**config.mk**
```make
export PLATFORM = sky130hd
export DESIGN_NAME = fifo_rr_drain_sched_flat
export DESIGN_NICKNAME = d
export VERILOG_FILES = /design/src/rtl/fifo_rr_drain_sched_pkg.sv /design/src/rtl/fifo_rr_drain_sched_if.sv /design/src/rtl/fifo_rr_drain_sched_rr_arbiter.sv /design/src/rtl/fifo_rr_drain_sched.sv /design/src/flat_wrapper.sv
export SDC_FILE = /design/constraint.sdc
export NUM_CORES = 1
export LEC_CHECK = 0
export CAP_MARGIN = 25
export CORE_AREA = 8 8 250 252
export DETAILED_ROUTE_END_ITERATION = 7
export DIE_AREA = 0 0 258 260
export HOLD_SLACK_MARGIN = 0.1
export PLACE_DENSITY = 0.75
export REMOVE_ABC_BUFFERS = 1
export SLEW_MARGIN = 20
export SYNTH_ARGS = -nofsm -noshare
export SYNTH_HDL_FRONTEND = slang
export SYNTH_HIERARCHICAL = 1
export SYNTH_SLANG_ARGS = --single-unit
```
**constraint.sdc**
```tcl
create_clock -name CLK -period 2 [get_ports CLK]
set_clock_uncertainty 0.15 [all_clocks]
set_input_delay 0.4 -clock CLK [delete_from_list [all_inputs] [get_ports CLK]]
set_output_delay 0.4 -clock CLK [all_outputs]
set_load 0.1 [all_outputs]
```
**src/rtl/fifo_rr_drain_sched_pkg.sv**
```systemverilog
// Shared types and helpers for the round-robin FIFO drain scheduler.
package fifo_sched_pkg;

    typedef enum logic {IDLE = 1'b0, BURST = 1'b1} sched_state_t;

    localparam int MAX_SRC = 32;

    // First set request bit searching upward from last+1, wrapping modulo n.
    function automatic int rr_pick(input logic [MAX_SRC-1:0] req, input int last, input int n);
        int pick;
        int idx;
        pick = last;
        for (int k = n; k >= 1; k--) begin
            idx  = (last + k) % n;
            pick = req[idx] ? idx : pick;
        end
        return pick;
    endfunction

    function automatic logic [1:0] skid_ptr_inc(input logic [1:0] p);
        return (p == 2'd2) ? 2'd0 : (p + 2'd1);
    endfunction

endpackage

```
**src/rtl/fifo_rr_drain_sched_if.sv**
```systemverilog
// Bundle of FIFO-bank, configuration and output-stream signals around the scheduler.
interface fifo_rr_drain_sched_if #(
    parameter int N_SRC      = 4,
    parameter int DATA_WIDTH = 128
);
    localparam int SW = $clog2(N_SRC);

    logic                        cfg_enable;
    logic [N_SRC-1:0]            cfg_mask;
    logic [N_SRC-1:0]            src_mty;
    logic [N_SRC-1:0]            src_almost_mty;
    logic [N_SRC*DATA_WIDTH-1:0] src_q;
    logic [N_SRC-1:0]            src_rd;
    logic                        out_valid;
    logic                        out_ready;
    logic [DATA_WIDTH-1:0]       out_data;
    logic [SW-1:0]               out_src;
    logic                        busy;

    modport master (
        input  cfg_enable, cfg_mask, src_mty, src_almost_mty, src_q, out_ready,
        output src_rd, out_valid, out_data, out_src, busy
    );

    modport slave (
        output cfg_enable, cfg_mask, src_mty, src_almost_mty, src_q, out_ready,
        input  src_rd, out_valid, out_data, out_src, busy
    );

endinterface

```
**src/rtl/fifo_rr_drain_sched_rr_arbiter.sv**
```systemverilog
// Combinational round-robin pick among requesting sources.
module rr_arbiter
    import fifo_sched_pkg::*;
#(
    parameter  int N  = 4,
    localparam int IW = $clog2(N)
) (
    input  logic [N-1:0]  req_i,
    input  logic [IW-1:0] last_i,
    output logic [IW-1:0] gnt_idx_o,
    output logic          gnt_vld_o
);

    logic [MAX_SRC-1:0] req_ext_s;

    // Widen the request vector for the shared pick function.
    always_comb begin
        req_ext_s        = '0;
        req_ext_s[N-1:0] = req_i;
        gnt_idx_o        = IW'(rr_pick(req_ext_s, int'(32'(last_i)), N));
        gnt_vld_o        = |req_i;
    end

endmodule

```
**src/rtl/fifo_rr_drain_sched.sv**
```systemverilog
// Drains N_SRC upstream FIFOs round-robin into one valid/ready stream through a 3-entry skid.
module fifo_rr_drain_sched
    import fifo_sched_pkg::*;
#(
    parameter int N_SRC      = 4,
    parameter int DATA_WIDTH = 128,
    parameter int BURST_MAX  = 4
) (
    input logic                   CLK,
    input logic                   ARST_N,
    fifo_rr_drain_sched_if.master bus
);

    localparam int SW = $clog2(N_SRC);
    localparam int BW = $clog2(BURST_MAX + 1);

    typedef struct packed {
        logic [SW-1:0]         src;
        logic [DATA_WIDTH-1:0] data;
    } skid_ent_t;

    sched_state_t     state_q, state_d;
    logic [SW-1:0]    grant_q, grant_d;
    logic [SW-1:0]    last_q, last_d;
    logic [BW-1:0]    burst_q, burst_d;
    skid_ent_t        skid_q [3];
    logic [1:0]       wr_ptr_q, rd_ptr_q, occ_q;
    logic             infl_q;
    logic [SW-1:0]    infl_src_q;

    logic [N_SRC-1:0] elig_s;
    logic [SW-1:0]    gnt_idx_s;
    logic             gnt_vld_s;
    logic             cap_ok_s, rd_en_s, done_s, push_s, pop_s;
    logic [DATA_WIDTH-1:0] src_word_s;

    assign elig_s = ~bus.src_mty & ~bus.cfg_mask & {N_SRC{bus.cfg_enable}};

    rr_arbiter #(.N(N_SRC)) u_arb (
        .req_i     (elig_s),
        .last_i    (last_q),
        .gnt_idx_o (gnt_idx_s),
        .gnt_vld_o (gnt_vld_s)
    );

    // A pop in the same cycle is deliberately not credited, keeping the skid from overflowing.
    assign cap_ok_s = ({1'b0, occ_q} + {2'b00, infl_q}) <= 3'd1;

    // Scheduler next-state: grant selection in IDLE, read issue and grant termination in BURST.
    always_comb begin
        state_d = state_q;
        grant_d = grant_q;
        last_d  = last_q;
        burst_d = burst_q;
        rd_en_s = 1'b0;
        done_s  = 1'b0;
        case (state_q)
            IDLE: begin
                if (gnt_vld_s) begin
                    grant_d = gnt_idx_s;
                    state_d = BURST;
                end else begin
                    state_d = IDLE;
                end
            end
            BURST: begin
                rd_en_s = cap_ok_s & ~bus.src_mty[grant_q] & bus.cfg_enable;
                done_s  = (rd_en_s & ((burst_q == BW'(BURST_MAX - 1)) | bus.src_almost_mty[grant_q]))
                        | bus.src_mty[grant_q] | ~bus.cfg_enable | bus.cfg_mask[grant_q];
                if (done_s) begin
                    state_d = IDLE;
                    last_d  = grant_q;
                    burst_d = '0;
                end else if (rd_en_s) begin
                    burst_d = burst_q + BW'(1);
                end else begin
                    burst_d = burst_q;
                end
            end
            default: begin
                state_d = IDLE;
            end
        endcase
    end

    // Scheduler state registers; last grant starts at N_SRC-1 so source 0 wins first.
    always_ff @(posedge CLK or negedge ARST_N) begin
        if (!ARST_N) begin
            state_q <= IDLE;
            grant_q <= '0;
            last_q  <= SW'(N_SRC - 1);
            burst_q <= '0;
        end else begin
            state_q <= state_d;
            grant_q <= grant_d;
            last_q  <= last_d;
            burst_q <= burst_d;
        end
    end

    assign bus.src_rd = rd_en_s ? (N_SRC'(1) << grant_q) : '0;

    assign push_s     = infl_q;
    assign pop_s      = (occ_q != 2'd0) & bus.out_ready;
    assign src_word_s = bus.src_q[infl_src_q*DATA_WIDTH +: DATA_WIDTH];

    // Skid buffer: captures read data one cycle after rd, drains on valid&ready.
    always_ff @(posedge CLK or negedge ARST_N) begin
        if (!ARST_N) begin
            for (int i = 0; i < 3; i++) begin
                skid_q[i] <= '0;
            end
            wr_ptr_q   <= 2'd0;
            rd_ptr_q   <= 2'd0;
            occ_q      <= 2'd0;
            infl_q     <= 1'b0;
            infl_src_q <= '0;
        end else begin
            infl_q     <= rd_en_s;
            infl_src_q <= grant_q;
            if (push_s) begin
                skid_q[wr_ptr_q] <= '{src: infl_src_q, data: src_word_s};
                wr_ptr_q         <= skid_ptr_inc(wr_ptr_q);
            end
            if (pop_s) begin
                rd_ptr_q <= skid_ptr_inc(rd_ptr_q);
            end
            occ_q <= occ_q + 2'(push_s) - 2'(pop_s);
        end
    end

    // Output view of the skid head; zero while empty.
    always_comb begin
        bus.out_valid = (occ_q != 2'd0);
        if (occ_q != 2'd0) begin
            bus.out_data = skid_q[rd_ptr_q].data;
            bus.out_src  = skid_q[rd_ptr_q].src;
        end else begin
            bus.out_data = '0;
            bus.out_src  = '0;
        end
        bus.busy = (state_q != IDLE) | (occ_q != 2'd0) | infl_q;
    end

endmodule

```
**src/flat_wrapper.sv**
```systemverilog
// flat-port wrapper written by rule: the top's interface ports become plain ports
module fifo_rr_drain_sched_flat import fifo_sched_pkg::*;
#(
    parameter int N_SRC      = 4,
    parameter int DATA_WIDTH = 128,
    parameter int BURST_MAX  = 4
)
  (CLK, ARST_N, bus_cfg_enable, bus_cfg_mask, bus_src_mty, bus_src_almost_mty, bus_src_q, bus_out_ready, bus_src_rd, bus_out_valid, bus_out_data, bus_out_src, bus_busy);
  fifo_rr_drain_sched_if #(.N_SRC(N_SRC), .DATA_WIDTH(DATA_WIDTH)) bus_i ();
  input logic CLK;
  input logic ARST_N;
  input wire logic [$bits(bus_i.cfg_enable)-1:0] bus_cfg_enable;
  input wire logic [$bits(bus_i.cfg_mask)-1:0] bus_cfg_mask;
  input wire logic [$bits(bus_i.src_mty)-1:0] bus_src_mty;
  input wire logic [$bits(bus_i.src_almost_mty)-1:0] bus_src_almost_mty;
  input wire logic [$bits(bus_i.src_q)-1:0] bus_src_q;
  input wire logic [$bits(bus_i.out_ready)-1:0] bus_out_ready;
  output wire logic [$bits(bus_i.src_rd)-1:0] bus_src_rd;
  output wire logic [$bits(bus_i.out_valid)-1:0] bus_out_valid;
  output wire logic [$bits(bus_i.out_data)-1:0] bus_out_data;
  output wire logic [$bits(bus_i.out_src)-1:0] bus_out_src;
  output wire logic [$bits(bus_i.busy)-1:0] bus_busy;
  assign bus_i.cfg_enable = bus_cfg_enable;
  assign bus_i.cfg_mask = bus_cfg_mask;
  assign bus_i.src_mty = bus_src_mty;
  assign bus_i.src_almost_mty = bus_src_almost_mty;
  assign bus_i.src_q = bus_src_q;
  assign bus_i.out_ready = bus_out_ready;
  assign bus_src_rd = bus_i.src_rd;
  assign bus_out_valid = bus_i.out_valid;
  assign bus_out_data = bus_i.out_data;
  assign bus_out_src = bus_i.out_src;
  assign bus_busy = bus_i.busy;
  fifo_rr_drain_sched #(.N_SRC(N_SRC), .DATA_WIDTH(DATA_WIDTH), .BURST_MAX(BURST_MAX)) u_core (.CLK(CLK), .ARST_N(ARST_N), .bus(bus_i));
endmodule
```
==> results.cfg, run 1 <==
[status]
status = finished, violations left
violations = setup timing

[synth]
syn_area_um2 = 22050
synth-main-ff-cell = dfrtp_1
yosys.area_share.simple = 0.05237
muxShareOfSynthArea = 0.4127
synth_cells = 1654
synth_seq_cells = 407
synthArstFlopShare = 1.000
synth_top_family_by_area = multiplexers
synth_xor_area_frac = 0.0007943
synthAdderAreaFrac = 0.002270
yosys.area.top_type_share = 0.4596
synth_compound_area_frac = 0.03569
synth.avg_cell_area_um2 = 13.33
synth_area_leader_cell = dfrtp_1
synth_cell_type_count = 40
ys_seq_area_frac = 0.4620
yosys_warnings = 6
synth.area.top_cells = dfrtp_1 (46%), mux2_2 (15%), mux4_2 (13%)
synth_edf_count = 0

[sta]
rsz0062_at_grt = true
fin_crit_sh = 1.392
timing.fmax_mhz = 359.1
worst_slack_ps = -784.5
drv_slew = 0
tightest_slew_ps = 586.3
setup_viol = 322
min_period_ps = 2784
finalHoldViolCount = 0
holdWs_ps = 254.5
max-slew-margin-rel = 0.6091

[worst_setup_path]
cp_slowest_cell = dfrtp_1
crit_family = buffers and inverters
critPathArrivalTime_ps = 2230
cp_num_buf_inv = 3
crit_path_max_incr_delay_ps = 390
path_common_cell = buf_4
worst_ep_required_time_ps = 1450
startpoint = u_core/grant_q[1]
crit_fanout = 4
endpoint_kind = primary output
path_cells = buf_4 > mux2i_4 > a2bb2oi_4 > or2_4 > nor3b_2 > buf_4 > buf_12
critPathKind = flip-flop to primary output
start_kind = flip-flop
r2r_start = u_core/grant_q[0]

[cts]
clk_pin_slew_ps = 60
cts_made_buffers = 45
cts_tree = yes
cts_buffer_depth = 3
h-tree-depth = 2
clock_latency_ps = 560
clock_sinks = 407
cts_root_buf = clkbuf_16

[final_layout]
final_layout_size_suffix_gt1_frac = 0.4710
fillCellCount = 4258
final_util = 0.6142
final-seq-area_um2 = 10200
syn_to_final_growth_pct = 62.83
final_cell_mix = clkdlybuf4s50_1 (526), dfrtp_1 (401), mux2_2 (251), buf_12 (195), mux2_4 (147)
multi_input_comb_area_um2 = 12160
fin_area_um2 = 35910
final_common_cell = clkdlybuf4s50_1
layout.nets = 2994

[global_route]
track_usage = 0.2121
overflow = 0
grt_antenna_before_repair = 2
grt_pass1_vias = 19300
grt_pass1_wl_mm = 112.5
grt_start_max_net_pins = 56

[drt]
totalWireLength_mm = 78.33
drtIter0Drc = 780
vias = 17340
ant_nets = 0
route.detailed.drc = 0
avgViaCountPerCell = 5.299
dr.pass1.iters = 5
wire_per_inst_um = 23.94

[place]
globalplace.congestion = 0.8531
dpl.hpwl_mm = 55.25
place_area_um2 = 32350
port-buffer-count = 663

[floorplan]
die_x_um = 258
fp-row-count = 89
dieArea_um2 = 67080
start_util = 0.3772
boundaryPins = 664
core_area_um2 = 58460
die_h_um = 260

[flow_run]
cap_violations = 0

[min_path]
min_path_type = primary input to asynchronous set/reset pin
==> final cells by class <==
class	instances	share of cell area
timing repair buffer	895	0.3071
clock inverter	16	0.005715
antenna	2	0.0001394
sequential	407	0.2841
tap	773	0.02694
inverter	9	0.001080
multi-input combinational	1104	0.3385
clock buffer	66	0.03638
==> stage by stage <==
stage	instances	worst slack [ps]	TNS, ps
2_1_floorplan	1520	-8998	-2876130
3_3_place_gp	3134	-716.8	-16280
3_5_place_dp	3134	-773.9	-19310
4_1_cts	3245	-809.5	-100140
5_1_grt	3272	-881.3	-119400
6_report	3272	-784.5	-96400
==> cells in the mapped netlist, types with 3 or more instances <==
library cell  count
buf_1            10
nor2_1          262
buf_6            20
dfrtp_1         405
mux2_4          101
inv_1             8
nor3b_1           7
mux2_2          297
a21o_1            4
nor2b_1           4
nand2_1           3
mux2i_1         133
ha_1              4
mux4_2          128
nor3_1            4
buf_2            51
clkbuf_1         52
a21oi_1         133
==> worst paths after layout <==
check / endpoint / cells past startpoint / slack (ps)
setup / recovery: bus_src_rd[1] / 7 / -780
hold / removal: u_core/skid_q[55] / 2 / 250
setup reg to reg: u_core/last_q[0] / 5 / -100
hold reg to reg: u_core/skid_q[379] / 1 / 350
max in group asynchronous: u_core/skid_q[317] / 3 / 710
min in group CLK: u_core/skid_q[379] / 1 / 350
==> metal layers <==
metal,share of wire,global-route usage,vias to the layer above
met5,0,0,-
met1,0.39,0.2537,8938
met4,0.033,0.06827,0
li1,-,-,7668
met2,0.52,0.3795,597
met3,0.053,0.04381,136
==> what timing repair did <==
| item | in CTS | in global routing |
|---|---|---|
| endpoints found under the hold margin | 217 | 0 |
| endpoints found under the setup margin | 240 | 368 |
| buffers inserted | 25 | 17 |
| pin swaps | 33 | 66 |
| cloned | 4 | 13 |
| hold buffers | 1 | 0 |
| resized for setup | 133 | 227 |
==> cell families after synthesis <==
family,Yosys count
XOR/XNOR,2
AO/OA/AOI/OAI,149
multiplexers,660
buffers and inverters,143
adder cells (fa/ha/maj),4
flip-flops,407
AND/OR/NAND/NOR,289
==> worst register-to-register path, stage by stage, from the launching register on <==
cell	delay, ps
dfrtp_1	430
buf_6	130
mux4_2	540
buf_4	170
o31ai_4	270
mux2_4	330
==> flip-flops by register name, summed over array words and instances (netlist names) <==
register / count
u_core/last_q: 2
u_core/grant_q: 2
u_core/infl_q: 1
u_core/rd_ptr_q: 2
u_core/occ_q: 2
u_core/burst_q: 3
u_core/skid_q: 390
u_core/wr_ptr_q: 2
u_core/state_q: 1
u_core/infl_src_q: 2
Power of run 1 is not shown: default switching activity piles up to over one toggle a cycle in this logic, so the estimate is an artifact.
==> run 2: changes to the inputs <==
--- a/config.mk
+++ b/config.mk
@@ -6,14 +6,13 @@
 export NUM_CORES = 1
 export LEC_CHECK = 0
 export CAP_MARGIN = 25
-export CORE_AREA = 8 8 250 252
+export CORE_AREA = 8 8 254 256
 export DETAILED_ROUTE_END_ITERATION = 7
-export DIE_AREA = 0 0 258 260
+export DIE_AREA = 0 0 262 264
 export HOLD_SLACK_MARGIN = 0.1
-export PLACE_DENSITY = 0.75
+export PLACE_DENSITY = 0.72
 export REMOVE_ABC_BUFFERS = 1
 export SLEW_MARGIN = 20
 export SYNTH_ARGS = -nofsm -noshare
 export SYNTH_HDL_FRONTEND = slang
-export SYNTH_HIERARCHICAL = 1
 export SYNTH_SLANG_ARGS = --single-unit
==> run 2 against run 1 <==
The flow still finishes with violations (setup timing). Die area grew 3.1%. Core utilization down 4.5 points. Global-route usage down 1.4 points. Synthesized cell count increased by 0.67%. Cell count decreased by 0.70%. Sequential share of layout area rose by 1.1 points. Final area decreased by 3.7%. Worst hold slack gained 1.7 ps. Largest cell class unchanged. Highest routed layer unchanged.
==> results.cfg, run 2 <==
[status]
status = finished, violations left
violations = setup timing

[sta]
setup_tns_ps = -99980
holdWs_ps = 256.2
tightest_slew_ps = 463.0
finalHoldViolCount = 0
rsz0062_at_grt = true
setup_viol = 482
max-slew-margin-rel = 0.6913
drv_slew = 0
worst_slack_ps = -707.3
fin_crit_sh = 1.354
timing.fmax_mhz = 369.4
min_period_ps = 2707

[final_layout]
final_common_cell = clkdlybuf4s50_1
fillCellCount = 4777
largest_reg_flops = 390
final-seq-area_um2 = 10200
final_layout_size_suffix_gt1_frac = 0.4486
top_register = u_core.skid_q
multi_input_comb_area_um2 = 11570
syn_to_final_growth_pct = 60.05
instances_no_fill = 3249
layout.nets = 2959
top_regs = u_core.skid_q x390, u_core.burst_q x3
antennaDiodeCount = 0
final_cell_mix = clkdlybuf4s50_1 (526), dfrtp_1 (399), mux2_2 (358), buf_12 (183), nor2_1 (159)

[drt]
vias = 17040
route.detailed.drc = 0
ant_nets = 0
wire_per_inst_um = 22.53
drtIter0Drc = 849
dr.pass1.iters = 5
avgViaCountPerCell = 5.246
totalWireLength_mm = 73.21

[cts]
cts_buffer_depth = 3
cts_made_buffers = 45
clock_sinks = 407
cts_root_buf = clkbuf_16
clk_pin_slew_ps = 60
clock_latency_ps = 550
h-tree-depth = 2
cts_tree = yes

[synth]
synth.avg_cell_area_um2 = 12.98
yosysMostFrequentCell = dfrtp_1
synth_cells = 1665
syn_area_um2 = 21610
yosys.area.top_type_share = 0.4690
synth_area_leader_cell = dfrtp_1
synthArstFlopShare = 1.000
synth.area.top_cells = dfrtp_1 (47%), mux2_2 (20%), mux4_2 (14%)
synth-main-ff-cell = dfrtp_1
synth_seq_cells = 407
ys_seq_area_frac = 0.4714
synth_edf_count = 0
yosys_warnings = 0
synthTopCellsByCount = dfrtp_1 (405), mux2_2 (381), nor2_1 (271)
synth_cell_type_count = 39

[global_route]
grt_start_max_net_pins = 65
track_usage = 0.1985
grt_pass1_vias = 18930
grt_pass1_wl_mm = 108.2
grt_antenna_before_repair = 0
overflow = 0

[place]
dp_slack_ps = -602.7
placed_cells = 3146
dpl.hpwl_mm = 54.00
globalplace.congestion = 0.8100
port-buffer-count = 663

[floorplan]
boundaryPins = 664
die_x_um = 262
core_area_um2 = 60800
die_h_um = 264
fp-row-count = 91
start_util = 0.3554
dieArea_um2 = 69170

[worst_setup_path]
start_kind = flip-flop
critPathArrivalTime_ps = 2160
critPathKind = flip-flop to primary output
crit_fanout = 10
endpoint_kind = primary output
worst_ep_required_time_ps = 1450

[flow_run]
cap_violations = 0

[min_path]
min_path_type = primary input to asynchronous set/reset pin
==> run 2: path summary, 6_finish.rpt <==
check,from,end,slack [ps],cells past startpoint
worst max-delay path,u_core.rd_ptr_q[1],bus_out_data[70],-710,7
worst min-delay path,ARST_N,u_core.skid_q[84],260,2
worst max register to register,u_core.infl_src_q[0],u_core.skid_q[318],-110,4
worst min register to register,u_core.skid_q[9],u_core.skid_q[9],340,1
max in group asynchronous,ARST_N,u_core.skid_q[96],720,3
min in group CLK,u_core.skid_q[9],u_core.skid_q[9],340,1
==> run 2: logic make-up after synthesis <==
group	count (synthesis)	synth area share
xor gates and xnor gates	2	0.0008107
and+or+nand+nor	299	0.05477
AOI/OAI and AO/OA	153	0.03682
buffers and inverters	145	0.03155
DFF	407	0.4714
adders and majority gates	4	0.002316
muxes	655	0.4023
==> run 2: area by class of cell <==
cell class	count	share of cell area
flip-flops and latches	407	0.2950
clock buffers	64	0.03722
multi-input cells	1113	0.3345
inverters	12	0.001302
repair buffers	848	0.3002
clock inverters	15	0.003183
well taps	790	0.02858
==> run 2: timing repair <==
item,CTS,global route
pin swaps,36,44
gates cloned,3,8
hold buffers,1,0
setup buffers,7,7
endpoints found under the hold margin,405,0
gates resized for setup,128,156
endpoints found under the setup margin,230,227
==> run 2: layer usage <==
metal	track usage	vias up	share of wire
li1	-	7586	-
met1	0.2376	8800	0.40
met2	0.3568	547	0.52
met3	0.03673	111	0.056
met4	0.06132	0	0.027
met5	0	-	0
==> run 2: through the flow <==
stage / instance area (um^2) / util
finish: 34590 / 0.5689
global route: 34590 / 0.5689
CTS: 33790 / 0.5558
detailed placement: 31820 / 0.5233
global placement: 31820 / 0.5233
floorplan: 20970 / -
==> run 2: worst max-delay path, cell delays in order, from the launching register on <==
cell       delay, ps
dfrtp_4          530
buf_12           190
clkbuf_16        190
mux2i_1          130
nor2_1           130
a21oi_1           70
nor2_2           160
buf_12           190
Power of run 2 is left out for the same reason.
